$ cat src/rtl/pe_pkg.sv
// +--------------------------------------------------------------------+
// | pe_pkg : shared width and word type for the pe_mac compute cell     |
// | Rev 1.0                                                             |
// +--------------------------------------------------------------------+
`default_nettype none

package pe_pkg;

  localparam int DATA_W = 32;

  typedef logic [DATA_W-1:0] pe_word_t;

endpackage : pe_pkg

`default_nettype wire

$ cat src/rtl/pe_mul.sv
// +--------------------------------------------------------------------+
// | pe_mul : combinational unsigned DATA_W x DATA_W full-width multiply |
// | Rev 1.0                                                             |
// +--------------------------------------------------------------------+
`default_nettype none

module pe_mul
  import pe_pkg::*;
#(
  parameter int DATA_W = pe_pkg::DATA_W
) (
  input  logic [DATA_W-1:0]   i_a,
  input  logic [DATA_W-1:0]   i_b,
  output logic [2*DATA_W-1:0] o_p
);

  assign o_p = {{DATA_W{1'b0}}, i_a} * {{DATA_W{1'b0}}, i_b};

endmodule : pe_mul

`default_nettype wire

$ cat src/rtl/pe_mac.sv
// +--------------------------------------------------------------------+
// | pe_mac : one unsigned multiply-accumulate per clock, wrapping acc   |
// | Rev 1.0                                                             |
// +--------------------------------------------------------------------+
`default_nettype none

module pe_mac
  import pe_pkg::*;
#(
  parameter int DATA_W = pe_pkg::DATA_W
) (
  input  logic              clk,
  input  logic              rst,
  input  logic [DATA_W-1:0] a,
  input  logic [DATA_W-1:0] b,
  output logic [DATA_W-1:0] c
);

  logic [2*DATA_W-1:0] w_prod;
  logic [DATA_W-1:0]   w_prod_lo;
  logic                w_unused_prod_hi;
  logic [DATA_W-1:0]   r_acc;

  pe_mul #(
    .DATA_W (DATA_W)
  ) u_mul (
    .i_a (a),
    .i_b (b),
    .o_p (w_prod)
  );

  // Only the low half feeds the wrapping accumulator; upper bits are dropped.
  assign w_prod_lo        = w_prod[DATA_W-1:0];
  assign w_unused_prod_hi = ^w_prod[2*DATA_W-1:DATA_W];

  always_ff @(posedge clk) begin
    if (rst) begin
      r_acc <= '0;
    end else begin
      r_acc <= r_acc + w_prod_lo;
    end
  end

  assign c = r_acc;

endmodule : pe_mac

`default_nettype wire

$ cat config.mk
export PLATFORM = sky130hd
export DESIGN_NAME = pe_mac
export DESIGN_NICKNAME = d
export VERILOG_FILES = /design/src/rtl/pe_pkg.sv /design/src/rtl/pe_mul.sv /design/src/rtl/pe_mac.sv
export SDC_FILE = /design/constraint.sdc
export NUM_CORES = 1
export LEC_CHECK = 0
export ABC_AREA = 1
export CAP_MARGIN = 20
export CORE_MARGIN = 2
export CORE_UTILIZATION = 55
export CTS_CLUSTER_DIAMETER = 50
export DETAILED_ROUTE_END_ITERATION = 8
export PLACE_DENSITY = 0.75
export SYNTH_ARGS = -nofsm -noshare
export SYNTH_HDL_FRONTEND = slang
export SYNTH_SLANG_ARGS = --single-unit
export TNS_END_PERCENT = 100
$ cat constraint.sdc
create_clock -name clk -period 15.33 [get_ports clk]
set_clock_uncertainty 0.15 [all_clocks]
set_input_delay 3.066 -clock clk [delete_from_list [all_inputs] [get_ports clk]]
set_output_delay 3.066 -clock clk [all_outputs]
set_load 0.02 [all_outputs]
==> impl_metrics.ini <==
[status]
status = completed

[hold_path]
worstHoldPathType = flop to flop

[timing]
rsz0062_at_grt = false
fmax_ghz = 0.0971
setup_viol = 0
worstMarginPinSlew_ps = 1100
hold_violations = 0
slew_headroom_pct = 26.4
setup_tns_ps = 0
period_share_pct = 67.2
maxSlewViolCount = 0
period_needed_ps = 10300

[synthesis]
syn_inst = 2540
synth_top_area_share_pct = 46.8
syn_area_per_cell_um2 = 7.37
ys_seq_area_share_pct = 3.42
syn_area_um2 = 18700
syn_nets = 3168
synth_flop_cell = dfxtp_1
synth_edf_count = 0
ys_async_sr_fraction_pct = 0
synthTopCellsByArea = fa_1 47%, inv_1 18%, nand2_1 14%, ha_1 8.3%, dfxtp_1 3.4%
ys_warn_count = 0
synth_cell_types = 38
yosysTopAreaCell = fa_1
ys_ff_latch = 32

[clocking]
cts.hold.buffers_added = 0
cts_buffer_depth = 2
cts_resized = 0
htreeDepth = 2
post_cts_buffers = 0
numCtsBuffers = 5
clock_sinks = 32
cts_tree = built
cts_root_buffer = clkbuf_16
worst_skew_pair.late_latency_ps = 280
path_clk_slew_ps = 50

[die]
initial_core_util_pct = 55.8
pin_count = 98
rows = 67
die_area_um2 = 35500
core-area_um2 = 33500
die_w_um = 188
die_h_um = 188

[cells_and_area]
final_area_um2 = 20100
layout-drive-gt1-share_pct = 1.53
layout.nets = 3183
final_cells = 3003
largest_reg_flops = 32
area_delta_synth_final_pct = 7.25
num_antenna_cells = 0

[placement]
place_congestion = 0.920
numPlacedInstances = 2996
dpl-instance-area_um2 = 19900
hpwl_um = 38600
portBuffers = 97

[detailed_routing]
drtIter0Drc = 1039
vias_per_cell = 5.01
ant_nets = 0
vias = 15049
wl_per_cell_um = 15.7
routed_wl_um = 47100
drc = 0
drt_pass1_iterations = 7

[grt]
grt_pass1_wl_um = 79400
antenna_found_initial = 0
grt_start_max_net_pins = 34
first_global_vias = 16085
gr-total-overflow = 0
track_usage_pct = 28.0

[worst_setup_path]
arrival_ps = 10320
crit_required_ps = 15350
crit_path_max_fanout = 23
slowest_delay_ps = 1200
critical_path_class = primary input to flop
crit_slowest_cell = clkdlybuf4s50_1
endpoint_kind = flop
start_kind = primary input

[job]
cap_viol_max_count = 0
[routing by layer]
layer | global-route usage [%] | part of all wire, %
met3 | 4.23 | 8.5
met1 | 38.1 | 40
met2 | 46.6 | 48
met5 | 0 | 0
met4 | 8.77 | 3.6
[cell usage in the layout, fill, tap and decap left out, types with 6 or more instances in the layout]
cell,n
inv_1,922
dfxtp_1,32
nor2_1,31
nand3b_1,8
ha_1,124
nand2_1,697
o21ai_0,26
fa_1,438
nand3_1,48
o21a_1,6
clkdlybuf4s50_1,97
buf_4,20
a21oi_1,51
[final timing paths]
kind | from | end | slack (ps) | cells past startpoint
min | c[0]$_SDFF_PP0_ | c[0]$_SDFF_PP0_ | 470 | 3
max reg2reg | c[18]$_SDFF_PP0_ | c[27]$_SDFF_PP0_ | 8700 | 26
max | a[10] | c[27]$_SDFF_PP0_ | 5030 | 29
min reg2reg | c[0]$_SDFF_PP0_ | c[0]$_SDFF_PP0_ | 470 | 3
[cells in the mapped netlist, drive strengths merged (8+ instances only)]
| cell | n |
|---|---|
| fa | 438 |
| buf | 37 |
| nand3 | 49 |
| nor2 | 32 |
| nand3b | 8 |
| ha | 124 |
| nand2 | 700 |
| o21ai | 31 |
| a21oi | 51 |
| dfxtp | 32 |
| inv | 924 |
| clkbuf | 72 |
[per-stage QoR]
stage	utilization, %	worst slack, ps	hold WS (ps)
5_1_grt	59.9	4660	487
2_1_floorplan	-	5900	560
6_report	59.9	5030	467
4_1_cts	59.9	5070	465
3_3_place_gp	59.4	4960	432
3_5_place_dp	59.4	4780	452
[critical path, delay by kind of cell]
kind                       cells  cell delay, ps
AOI/OAI and AO/OA              3             600
adders and majority gates      9            4250
buffers and inverters          8            1630
and+or+nand+nor                9             740
[kinds of logic (layout without fill, tap and decap cells)]
group | Yosys count | after routing | share of synthesized area, %
buf+inv | 1033 | 1048 | 21.1
simple gates | 801 | 801 | 16.8
fa+ha+maj | 562 | 562 | 55.1
compound gates | 103 | 103 | 3.15
flops | 32 | 32 | 3.42
xor+xnor | 9 | 9 | 0.421
[layout make-up]
type	instances	area [um2]
repair buffers	117	1120
clock buffers	7	153
flip-flops and latches	32	641
multi-input cells	1475	14100
fillers	3012	13500
inverters	924	3470
well taps	448	561
Power is not shown: default switching activity piles up to over one toggle a cycle in this logic, so the estimate is an artifact.
